`config.mk`:
```
export PLATFORM = sky130hd
export DESIGN_NAME = uart_command_frame
export DESIGN_NICKNAME = d
export VERILOG_FILES = /design/src/rtl/uart_cmd_pkg.sv /design/src/rtl/frame_timeout_timer.sv /design/src/rtl/uart_command_frame.sv
export SDC_FILE = /design/constraint.sdc
export NUM_CORES = 1
export LEC_CHECK = 0
export ABC_AREA = 1
export BUFFER_PORTS_ARGS = -buffer_cell sky130_fd_sc_hd__buf_4
export CAP_MARGIN = 20
export CORE_ASPECT_RATIO = 1.5
export CORE_MARGIN = 1.5
export CORE_UTILIZATION = 64
export DETAILED_ROUTE_END_ITERATION = 10
export PLACE_DENSITY = 0.85
export SLEW_MARGIN = 10
export SYNTH_ARGS = -nofsm -noshare
export SYNTH_HDL_FRONTEND = slang
export SYNTH_SLANG_ARGS = --single-unit
```
`constraint.sdc`:
```
create_clock -name clk -period 3.28 [get_ports clk]
set_input_delay 0.328 -clock clk [delete_from_list [all_inputs] [get_ports clk]]
set_output_delay 0.328 -clock clk [all_outputs]
set_load 0.02 [all_outputs]
```
`src/rtl/uart_cmd_pkg.sv`:
```
// Shared constants for the UART command path: frame delimiters, framer FSM encoding, parser ctrl codes.
package uart_cmd_pkg;

  localparam logic [7:0] SOF_DEFAULT = 8'h55;
  localparam logic [7:0] EOF_DEFAULT = 8'hAA;

  typedef enum logic [1:0] {
    IDLE    = 2'd0,
    GET_CMD = 2'd1,
    GET_CHK = 2'd2,
    GET_EOF = 2'd3
  } frame_state_t;

  // Ctrl-nibble codes understood by the command parser.
  localparam logic [3:0] CTRL_MOVE  = 4'h0;
  localparam logic [3:0] CTRL_SPLIT = 4'h1;

endpackage

```
`src/rtl/frame_timeout_timer.sv`:
```
// Inter-byte timeout counter: clears on clr, counts while en, strobes tc combinationally at TIMEOUT_CYCLES-1.
// No flow control; tc is suppressed on any cycle where clr is asserted so a byte always beats the timeout.
module frame_timeout_timer #(
  parameter int TIMEOUT_CYCLES = 50_000_000,
  parameter int CNT_W          = 26
) (
  input  logic clk,
  input  logic rst_n,
  input  logic clr,
  input  logic en,
  output logic tc
);

  localparam logic [CNT_W-1:0] TC_VAL = CNT_W'(TIMEOUT_CYCLES - 1);

  logic [CNT_W-1:0] cnt;

  assign tc = en && !clr && (cnt == TC_VAL);

  always_ff @(posedge clk or negedge rst_n) begin
    if (!rst_n) begin
      cnt <= '0;
    end else if (clr || tc) begin
      cnt <= '0;
    end else if (en) begin
      cnt <= cnt + 1'b1;
    end
  end

endmodule

```
`src/rtl/uart_command_frame.sv`:
```
// Framer for SOF/CMD/CHK/EOF command frames from uart_rx; flag and error pulses are registered one cycle after the deciding byte.
// No back-pressure: one byte per cycle is always accepted; stalled frames are dropped by the inter-byte timeout.
module uart_command_frame
  import uart_cmd_pkg::*;
#(
  parameter logic [7:0] SOF_BYTE       = uart_cmd_pkg::SOF_DEFAULT,
  parameter logic [7:0] EOF_BYTE       = uart_cmd_pkg::EOF_DEFAULT,
  parameter int         TIMEOUT_CYCLES = 50_000_000,
  parameter int         CNT_W          = 26
) (
  input  logic       clk,
  input  logic       rst_n,
  input  logic       I_rx_valid,
  input  logic [7:0] I_rx_data,
  output logic       O_command_flag,
  output logic [3:0] O_ctrl_command,
  output logic [3:0] O_value_command,
  output logic       O_frame_err,
  output logic [7:0] O_err_cnt
);

  frame_state_t state, state_nxt;
  logic [7:0]   cmd_q, cmd_nxt;
  logic         flag_nxt, err_nxt;
  logic         tmo;

  frame_timeout_timer #(
    .TIMEOUT_CYCLES(TIMEOUT_CYCLES),
    .CNT_W         (CNT_W)
  ) u_timer (
    .clk  (clk),
    .rst_n(rst_n),
    .clr  (I_rx_valid || (state == IDLE)),
    .en   (state != IDLE),
    .tc   (tmo)
  );

  always_comb begin
    state_nxt = state;
    cmd_nxt   = cmd_q;
    flag_nxt  = 1'b0;
    err_nxt   = 1'b0;
    if (tmo) begin
      err_nxt   = 1'b1;
      state_nxt = IDLE;
    end else if (I_rx_valid) begin
      case (state)
        IDLE: begin
          if (I_rx_data == SOF_BYTE) state_nxt = GET_CMD;
        end
        GET_CMD: begin
          cmd_nxt   = I_rx_data;
          state_nxt = GET_CHK;
        end
        GET_CHK: begin
          if (I_rx_data == (SOF_BYTE ^ cmd_q)) begin
            state_nxt = GET_EOF;
          end else begin
            err_nxt   = 1'b1;
            state_nxt = IDLE;
          end
        end
        GET_EOF: begin
          if (I_rx_data == EOF_BYTE) begin
            flag_nxt  = 1'b1;
            state_nxt = IDLE;
          end else begin
            // A stray SOF in the EOF slot is most likely the start of the next frame.
            err_nxt   = 1'b1;
            state_nxt = (I_rx_data == SOF_BYTE) ? GET_CMD : IDLE;
          end
        end
        default: state_nxt = IDLE;
      endcase
    end
  end

  always_ff @(posedge clk or negedge rst_n) begin
    if (!rst_n) begin
      state           <= IDLE;
      cmd_q           <= '0;
      O_command_flag  <= 1'b0;
      O_frame_err     <= 1'b0;
      O_ctrl_command  <= '0;
      O_value_command <= '0;
      O_err_cnt       <= '0;
    end else begin
      state          <= state_nxt;
      cmd_q          <= cmd_nxt;
      O_command_flag <= flag_nxt;
      O_frame_err    <= err_nxt;
      if (flag_nxt) begin
        O_ctrl_command  <= cmd_q[7:4];
        O_value_command <= cmd_q[3:0];
      end
      if (err_nxt && (O_err_cnt != 8'hFF)) O_err_cnt <= O_err_cnt + 1'b1;
    end
  end

endmodule

```
Yosys cells after proc, flatten, opt, wreduce, memory -nomap -nowiden
Index checks and enable logic that the tools add are counted.

Logic and storage cells: 51. Input port bits: 11. Output and inout bits: 18. Flip-flop bits (word level): 54.

Bitwise gates (word level): 2. Equality and inequality tests: 9. Mux-type cells: 18. $add $sub $neg: 2. Reductions and logical operators: 12.

Operators with widths (number): two-way mux 26 bit (2); adder 26 x 1 -> 26 bit, second input constant (1); == test 26 bit, second input constant (1); two-way mux 1 bit (10); adder 8 x 1 -> 8 bit, second input constant (1); == test 8 x 7 -> 1 bit, second input constant (1); == test 8 bit (1); == test 8 bit, second input constant (1); two-way mux 2 bit (4); != test 8 bit, second input constant (1); case mux 2 bit (4 select lines) (1); nonzero test 2 bit (3); == test 2 bit, second input constant (2); NOT 4 bit (1); logical AND 1 bit (3); != test 3 x 1 -> 1 bit, second input constant (1); AND reduction 3 bit (1); == test 2 x 1 -> 1 bit, second input constant (1); logical NOT 2 bit (1); logical OR 1 bit (2); case mux 1 bit (2 select lines) (1); AND reduction 2 bit (1); logical NOT 1 bit (1); NOT 1 bit (1).

Logic depth before layout (Yosys ltp)
Gate-level depths: netlist (run 1).

Depth after elaboration: 7. Gate-level depth with buffers: 12. Depth with buffers taken out: 12.

Hierarchy
A second synthesis (run 1) with hierarchy kept.

Cells, all modules: 462. Area, all modules: 3236.9 µm².

By module, submodules not included: frame_timeout_timer (sequential area each 650.6 µm², cells each 278, area each 1804.2 µm², instances 1); uart_command_frame (sequential area each 700.7 µm², cells each 184, area each 1432.6 µm², instances 1).

Worst setup path after synthesis (run 1)
Ideal clock, no wire load.

Path kind: flip-flop to flip-flop. Start point: register u_timer.cnt[0]. End point: register u_timer.cnt[11]. Clock period less this slack: 1583 ps. Data required time: 3203 ps. Path slack: 1697 ps. Library setup time: 77 ps. Arrival: 1506 ps. Buffers on the path: 1. Stages on the path, launching flop included: 12. Path through: dfrtp_1 ha_1 nand3_2 nor2_4 nand2_2 inv_2 nand3_4 nand2_4 nor2_4 buf_6 o21ai_1 a21oi_1.

Longest elaborated chain between the ends: 4. Elaborated cells between the ends (all ways): 7. Classes of those cells: add/sub: 1; eq/ne: 1; mux: 2; reduce/logical: 3.

RTL lines: from (decl) (line frame_timeout_timer.sv:16) `logic [CNT_W-1:0] cnt;`; from (signal assigned) (line frame_timeout_timer.sv:26) `cnt <= cnt + 1'b1;`; branches (longest 4 deep; another with adder 26 x 1 -> 26 bit).

Several ways; the timed one is not identified. The select of a mux whose other input is x is not followed. A chain may end at the register's enable or synchronous reset.

Worst setup path in the final report (run 1)
Start point: register u_timer.cnt[0]. End point: register u_timer.cnt[8].

Same word-level chain as after synthesis.

==> impl_metrics.toml, run 1 <==
[drt]
wl_um = 6220
antenna_left = 0
wl_met2_um = 3400
met1_length_um = 2480
wire_per_inst_um = 13.1
drt_iter0_markers = 145
drc = 0
num_vias = 2539
highest_layer = "met4"
firstDrtPassIters = 5
dr_wl_met3_um = 189
vias_per_cell = 5.36

[die]
die-height_um = 87.0
start_util_pct = 66.3
die_x_um = 59.0
core-area_um2 = 4540
num_rows = 30
ioPinCount = 29
fp.dieArea_um2 = 5140

[sta]
fmax_mhz = 515
max-slew-margin-rel_pct = 54.7
fin_crit_sh_pct = 59.2
hold_violations = 0
period_needed_ns = 1.94
setup_viol = 0
rsz0062_at_grt = "no"
tightest_slew_ns = 0.680
fin_skew_ns = 0.0136
slew_viol_final = 0
fin_setup_tns_ns = 0

[critical_path]
cp_data_arrival_time_ns = 2.17
cp_cell_sequence = "ha_1, nand3_2, nor2_4, nand2_2, inv_2, nand3_4, nand2_4, nor2_4, inv_4, nor3_1"
critPathTopFamily = "simple AND/OR/NAND/NOR gates"
endpoint = "u_timer.cnt[8]"
path_max_fanout = 15
critical_path_depth = 10
critPathBufInv = 2
critical_path.max_stage_delay_ns = 0.43
crit_type = "register to register"
critPathMostFrequentCell = "nor2_4"
crit_required_ns = 3.51
r2r_slack_ns = 1.34
start_kind = "register"
worstSetupStartpoint = "u_timer.cnt[0]"
cp_slowest_cell = "dfrtp_1"
worstReg2RegEnd = "u_timer.cnt[8]"
r2r_start = "u_timer.cnt[0]"
r2r.worst_path.cells = 10
end_kind = "register"

[power_and_ir_drop]
p_per_area_nw_per_um2 = 503
leakage_uw = 0.00163
max-vdd-ir-drop_mv = 0.263

[synth]
synth_edf_count = 0
yosysTopAreaCell = "dfrtp_1"
synth_area_um2 = 3010
synth_async_sr_flop_share_pct = 100
synth.ff_latch_count = 54
synth_warnings = 0
synth.most_common_cell = "nand2_1"
avgSynthCellArea_um2 = 7.91
netlist_instances = 381
yosysTopAreaCellShare_pct = 44.9
ys_top_cells_by_area = "dfrtp_1, nand2_1, nor2_1"
yosysUniqueCellTypes = 34
syn_nets = 394
ys_seq_area_share_pct = 44.9
synthTopCellsByCount = "nand2_1, dfrtp_1, nor2_1"
synthFlopType = "dfrtp_1"

[clock_tree]
clk_pin_slew_ns = 0.10
cts_resized = 0
cts_root_buf = "clkbuf_8"
numClockSinks = 54
cts_made_buffers = 5
insertion_delay_ns = 0.32
h-tree-depth = 2
cts_buffer_depth = 2
cts_setup_buffers = 0
postCtsHoldBufs = 0
cts_tree = "done"

[grt]
grt_usage_pct = 27.0
grt_pass1_wl_um = 10700
grt_pass1_vias = 2501
grt_antenna_before_repair = 0
overflow = 0
grt_max_degree = 55

[finish]
fillers = 373
nets = 422
stdcell_count = 474
drive_gt1_share_pct = 16.3
area_delta_synth_final_pct = 10.7
multi_input_comb_area_um2 = 1420
regArea_um2 = 1350
final_area_um2 = 3330
antennaDiodeCount = 0

[placement]
portBuffers = 28
placed_cell_area_um2 = 3240
dp_hpwl_um = 4650
dpl.cell_count = 466
finalWeightedCongestion = 0.935

[status]
run_status = "complete, no violations"

[flow_run]
maxCapViolations = 0

[worst_hold_path]
hp-class = "input port to async pin"
sequential cells by signal, summed over array words and instances, names as in the netlist:
name	cells
state	2
O_ctrl_command	4
O_command_flag	1
O_frame_err	1
u_timer.cnt	26
O_value_command	4
O_err_cnt	8
cmd_q	8
metal layers:
| layer | GRT usage [%] | vias to the layer above |
|---|---|---|
| met3 | 3.42 | 15 |
| met1 | 31.0 | 1193 |
| met4 | 11.8 | 0 |
| met5 | 0 | - |
| met2 | 48.8 | 56 |
| li1 | - | 1275 |
power breakdown:
part,switching (uW),internal (uW)
clock network,230,174
registers,85.8,747
logic,281,160
total,597,1080
how the worst min path moves through the flow:
stage / from / end / slack [ns] / depth (start not counted)
final: rst_n / O_ctrl_command[0] / 0.03 / 1
after detailed placement: rst_n / O_ctrl_command[0] / 0.41 / 1
after global routing: rst_n / O_value_command[2] / 0.09 / 1
after CTS: rst_n / O_ctrl_command[0] / 0.05 / 1
after floorplan: rst_n / O_command_flag / 0.03 / 0
after global placement: rst_n / O_ctrl_command[0] / 0.41 / 1
cells by family (layout without fill, tap and decap cells):
logic type / Yosys count / count (layout) / synth area share, %
buffers and inverters: 53 / 82 / 8.06
multiplexers: 2 / 2 / 0.747
XOR/XNOR: 14 / 14 / 4.07
adder cells (fa/ha/maj): 2 / 2 / 0.830
AO/OA/AOI/OAI: 31 / 31 / 5.65
flip-flops: 54 / 54 / 44.9
AND/OR/NAND/NOR: 225 / 225 / 35.8
through the flow:
| step | utilization [%] | worst slack, ns | total power [uW] | hold WS (ns) |
|---|---|---|---|---|
| after floorplan | - | 1.70 | 1170 | 0.0324 |
| after global placement | 71.2 | 1.44 | 1260 | 0.409 |
| after global routing | 73.4 | 1.15 | 1800 | 0.0881 |
| after detailed placement | 71.2 | 1.33 | 1290 | 0.406 |
| after CTS | 73.4 | 1.31 | 1690 | 0.0537 |
| final | 73.4 | 1.34 | 1680 | 0.0268 |
layout by cell type, fill, tap and decap left out, drive strengths merged:
master	instances
buf	28
clkbuf	6
nand2	111
xor2	8
dfrtp	54
or2	3
ha	2
nand3b	1
xnor2	6
a21oi	9
clkinvlp	1
nand3	18
nand4	20
mux2	2
nor3	14
nor2	57
inv	47
and3	1
a31oi	3
o21ai	19
cell type report:
cell class	instances	area share, %
tap	64	2.40
inverter	46	5.25
sequential	54	40.5
clock buffer	6	2.48
timing repair buffer	28	6.30
clock inverter	2	0.488
multi-input combinational	274	42.6
Power figures use the tool's default switching activity.
==> inputs of run 2 (changes only) <==
Settings changed: CORE_UTILIZATION 64 to 59, PLACE_DENSITY 0.85 to 0.79.
Clock period 3.28 ns to 1.9 ns, I/O delays scaled along.
==> run 2 against run 1 <==
Clock power grew 73%. Cell area up 2.4%. Global-route usage fell by 1.8 points. Die area is 8.1% higher. Non-clock buffer count increased by 7. First-iteration DRC count rose by 8.3%. Via count up 0.32%. Core utilization fell by 3.5 points. Sequential share of layout area is 0.96 points lower. Clock skew about the same. Wire length is 0.77% higher. Largest power group unchanged.
==> impl_metrics.toml, run 2 (synthesized netlist as in run 1, its figures left out) <==
[critical_path]
crit_required_ns = 2.10
critPathMostFrequentCell = "nor2_4"
r2r.worst_path.cells = 11
r2r_start = "u_timer.cnt[1]"
critPathBufInv = 3
worstSetupStartpoint = "u_timer.cnt[1]"
end_kind = "register"
cp_slowest_cell = "dfrtp_1"
critPathTopFamily = "simple AND/OR/NAND/NOR gates"
cp_cell_sequence = "ha_2, nand3_2, nor2_4, nand2_2, inv_2, nand3_4, nand2_8, nor2_4, buf_12, inv_4, nor3_1"
start_kind = "register"
path_max_fanout = 15
r2r_slack_ns = 0.11
worstReg2RegEnd = "u_timer.cnt[8]"
critical_path.max_stage_delay_ns = 0.39
cp_data_arrival_time_ns = 1.99
crit_type = "register to register"

[finish]
antennaDiodeCount = 0
nets = 429
layout_common_cells = "nand2_1, dfrtp_1, nor2_1"
multi_input_comb_area_um2 = 1430
fillers = 422
reg.largest.list = "u_timer.cnt (26), O_err_cnt (8), cmd_q (8)"
area_delta_synth_final_pct = 13.4
utilization_pct = 69.9
regArea_um2 = 1350
largest_register_ff_count = 26
top_register = "u_timer.cnt"
drive_gt1_share_pct = 17.7
final_area_um2 = 3420
layout_commonest_cell = "nand2_1"

[power_and_ir_drop]
max-vdd-ir-drop_mv = 0.430
p_per_area_nw_per_um2 = 857
leakage_uw = 0.00166
finalPower_uw = 2930

[sta]
rsz0062_at_grt = "yes"
fin_setup_tns_ns = 0
hold_violations = 0
slew_viol_final = 0
tightest_slew_ns = 0.664
max-slew-margin-rel_pct = 55.8
timing.final.ws_setup_ns = 0.111
setup_viol = 0
fin_skew_ns = 0.0134
fin_crit_sh_pct = 94.1
period_needed_ns = 1.79
fmax_mhz = 559

[clock_tree]
cts_buffer_depth = 2
cts_made_buffers = 5
cts_root_buf = "clkbuf_8"
h-tree-depth = 2
clk_pin_slew_ns = 0.11
insertion_delay_ns = 0.32
cts_tree = "done"
numClockSinks = 54

[drt]
antenna_left = 0
drt_iter0_markers = 157
vias_per_cell = 5.27
firstDrtPassIters = 4
drc = 0
wl_um = 6270
wire_per_inst_um = 13.0
num_vias = 2547

[die]
start_util_pct = 61.6
num_rows = 31
ioPinCount = 29
die_x_um = 61.3
die-height_um = 90.5
fp.dieArea_um2 = 5550
core-area_um2 = 4890

[flow_run]
maxCapViolations = 0

[worst_hold_path]
min_to = "cmd_q[2]"
hold_path.startpoint = "I_rx_data[2]"
hp-class = "input port to register"
min_path_cells = 2

[placement]
pre_cts_slack_ns = 0.0291
dp_hpwl_um = 4650
portBuffers = 28
placed_cell_area_um2 = 3280
finalWeightedCongestion = 0.912

[grt]
grt_pass1_wl_um = 10800
grt_usage_pct = 25.1
grt_pass1_vias = 2484
overflow = 0
grt_max_degree = 55
grt_antenna_before_repair = 0

[status]
run_status = "complete, no violations"
run 2: cell types whose count changed in the layout (fill, tap and decap cells not counted), sizes merged:
| cell | change |
|---|---|
| dlygate4sd3 | +1 |
| buf | +6 |
run 2: power by group:
| part | switching, uW | total, uW | internal (uW) |
|---|---|---|---|
| clock network | 397 | 698 | 301 |
| registers | 136 | 1430 | 1290 |
| logic | 490 | 803 | 314 |
run 2: metal layers:
metal | part of all wire [%] | vias up | track usage (%)
li1 | - | 1282 | -
met1 | 41 | 1202 | 29.7
met2 | 54 | 53 | 43.6
met3 | 3.1 | 10 | 4.15
met4 | 2.4 | 0 | 9.57
met5 | 0 | - | 0
run 2: worst max-delay path by stage:
stage	to	slack (ns)	depth (start not counted)
global route	O_err_cnt[5]	0.001	10
floorplan	u_timer.cnt[11]	0.32	11
CTS	u_timer.cnt[8]	0.006	10
global placement	u_timer.cnt[17]	0.14	10
detailed placement	u_timer.cnt[8]	0.03	10
finish	u_timer.cnt[8]	0.11	11
run 2: repair_timing:
item / CTS / global route
endpoints found under the hold margin: 54 / 0
hold buffers: 1 / 0
setup buffers: 0 / 1
resized for setup: 0 / 2
endpoints found under the setup margin: 0 / 15
run 2: metrics by stage:
step / cells / hold slack [ns]
3_3_place_gp: 473 / 0.271
5_1_grt: 483 / 0.153
3_5_place_dp: 473 / 0.272
4_1_cts: 482 / 0.147
2_1_floorplan: 381 / -0.106
6_report: 483 / 0.148
run 2: final cells by class:
| cell class | count | share of cell area [%] |
|---|---|---|
| Clock buffer | 6 | 2.42 |
| Clock inverter | 2 | 0.476 |
| Inverter | 46 | 5.13 |
| Multi-Input combinational cell | 274 | 41.9 |
| Sequential cell | 54 | 39.6 |
| Tap cell | 66 | 2.42 |
| Timing Repair Buffer | 35 | 8.13 |
==> inputs of run 3 (changes only) <==
Settings changed: CORE_UTILIZATION 59 to 60, PLACE_DENSITY 0.79 to 0.8, SYNTH_HIERARCHICAL set to 1.
==> run 3 against run 2 <==
Non-clock buffer count is 5 higher. Core utilization is 1.9 points higher. Critical path type unchanged. Global-route usage is 1.3 points higher. Power is 12% higher. Sequential cell count stayed put. Largest power group unchanged. Synthesized cell count is 21% higher. Worst hold slack worse by 0.013 ns. Combinational power is 31% higher. Clock skew is 0.0015 ns lower. Cell count is 18% higher. Sequential share of layout area is 3.1 points lower. Setup slack better by 0.022 ns.
==> impl_metrics.toml, run 3 <==
[finish]
drive_gt1_share_pct = 16.1
top_register = "u_timer/cnt"
largest_register_ff_count = 26
stdcell_count = 572
nets = 516
area_delta_synth_final_pct = 14.5
reg.largest.list = "u_timer/cnt (26), O_err_cnt (8), cmd_q (8)"
antennaDiodeCount = 0
layout_commonest_cell = "nand2_1"
layout_common_cells = "nand2_1, nor2_1, dfrtp_1, inv_1, nand3_1"

[worst_hold_path]
hp-class = "input port to register"
hold_path.startpoint = "I_rx_data[2]"

[sta]
max-slew-margin-rel_pct = 54.7
fin_crit_sh_pct = 93.0
timing.final.ws_setup_ns = 0.134
tightest_slew_ns = 0.680
hold_violations = 0
fmax_mhz = 566
slew_viol_final = 0
period_needed_ns = 1.77
fin_skew_ns = 0.0120
holdWs_ns = 0.135
setup_viol = 0

[die]
ioPinCount = 29
die-height_um = 93.0
num_rows = 32
fp.dieArea_um2 = 5850
die_x_um = 63.0
start_util_pct = 62.7
core-area_um2 = 5160

[clock_tree]
numClockSinks = 54
h-tree-depth = 2
clk_pin_slew_ns = 0.10
insertion_delay_ns = 0.31
cts_root_buf = "clkbuf_8"
cts_tree = "done"
cts_made_buffers = 5
cts_buffer_depth = 2

[synth]
ys_seq_area_share_pct = 41.7
synth_area_um2 = 3240
yosysTopAreaCellShare_pct = 41.7
synth_async_sr_flop_share_pct = 100
yosysUniqueCellTypes = 32
syn_nets = 475
yosysTopAreaCell = "dfrtp_1"
ys_top_cells_by_area = "dfrtp_1, nand2_1, nor2_1"
synthTopCellsByCount = "nand2_1, nor2_1, inv_1"
synthFlopType = "dfrtp_1"
synth_edf_count = 0
synth_warnings = 6
synth.most_common_cell = "nand2_1"
avgSynthCellArea_um2 = 7.01
netlist_instances = 462
synth.ff_latch_count = 54

[critical_path]
start_kind = "register"
worstReg2RegEnd = "O_err_cnt[4]"
critical_path.max_stage_delay_ns = 0.38
cp_slowest_cell = "dfrtp_1"
crit_type = "register to register"
cp_cell_sequence = "ha_1, nand3_1, nor2_2, nand2_2, nor2_4, buf_4, inv_1, nand2_4, nand2_4, nand2_1, nand2_1"
r2r.worst_path.cells = 11
r2r_start = "u_timer/cnt[0]"
cp_data_arrival_time_ns = 1.96
crit_required_ns = 2.10
path_max_fanout = 9
critPathBufInv = 2
r2r_slack_ns = 0.13
endpoint = "O_err_cnt[4]"
end_kind = "register"
worstSetupStartpoint = "u_timer/cnt[0]"
critPathTopFamily = "simple AND/OR/NAND/NOR gates"
critical_path_depth = 11

[placement]
dp_hpwl_um = 5210
portBuffers = 28
finalWeightedCongestion = 0.880
pre_cts_slack_ns = 0.0282
dpl.cell_count = 559

[power_and_ir_drop]
leakage_uw = 0.00181
max-vdd-ir-drop_mv = 0.738
p_per_area_nw_per_um2 = 887

[drt]
wire_per_inst_um = 12.4
num_vias = 2966
wl_um = 7070
drt_iter0_markers = 156
vias_per_cell = 5.19
drc = 0
firstDrtPassIters = 4
antenna_left = 0

[status]
run_status = "complete, no violations"

[grt]
grt_max_degree = 55
grt_antenna_before_repair = 0
overflow = 0
grt_usage_pct = 26.4
grt_pass1_vias = 2851
grt_pass1_wl_um = 12300

[flow_run]
maxCapViolations = 0
## run 3: changes by cell type after synthesis, moves of 7 or more
cell     change
nand4_1      -8
o21ai_0      -7
nor3_1      -11
nor2_1       +9
nand3_1     +26
nand2_1     +58
nor2_2       +9
inv_1       +16
a21oi_1      -7
## run 3: repair_timing
item                       in CTS  in global routing
setup endpoints to repair       0                 36
setup buffers                   0                  4
hold endpoints to repair       54                  0
gates resized for setup         0                  4
hold buffers                    1                  0
## run 3: stage by stage
step / setup TNS (ns) / util (%) / power, uW / area [um2]
after detailed placement: 0 / 68.7 / 2470 / 3550
final: 0 / 71.8 / 3290 / 3710
after global routing: -0.0420 / 71.8 / 3510 / 3710
after floorplan: 0 / - / 2160 / 3240
after global placement: 0 / 68.7 / 2440 / 3550
after CTS: 0 / 71.1 / 3250 / 3670
## run 3: area by class of cell
type,instances,area [um2]
Inverter,61,234
Clock buffer,5,68.8
Timing Repair Buffer,40,303
Clock inverter,3,45.0
Tap cell,68,85.1
Multi-Input combinational cell,341,1620
Fill cell,422,1460
Sequential cell,54,1350
## run 3: cell families (layout without fill, tap and decap cells)
| kind of cell | after synthesis | count (layout) | share of synthesized area, % |
|---|---|---|---|
| compound gates | 18 | 18 | 2.94 |
| xor+xnor | 16 | 16 | 4.33 |
| fa+ha+maj | 2 | 2 | 0.773 |
| buf+inv | 67 | 109 | 8.43 |
| flops | 54 | 54 | 41.7 |
| mux | 1 | 1 | 0.348 |
| simple gates | 304 | 304 | 41.4 |
## run 3: layer usage
layer | vias up | part of all wire (%) | GRT usage [%]
li1 | 1507 | - | -
met1 | 1380 | 40 | 28.7
met2 | 55 | 53 | 49.3
met3 | 24 | 2.7 | 3.89
met4 | 0 | 4.4 | 12.8
met5 | - | 0 | 0
## run 3: worst min path at each step
stage	end	slack [ns]	cells past startpoint
floorplan	O_command_flag	-0.11	0
global placement	u_timer/cnt[4]	0.28	1
detailed placement	u_timer/cnt[4]	0.28	1
CTS	cmd_q[2]	0.13	2
global route	cmd_q[2]	0.13	2
finish	cmd_q[2]	0.13	2
## run 3: where the power goes
part           switching [uW]  internal (uW)  total [uW]
registers                 142           1310        1450
clock network             392            392         784
logic                     665            390        1050
total                    1200           2090        3290
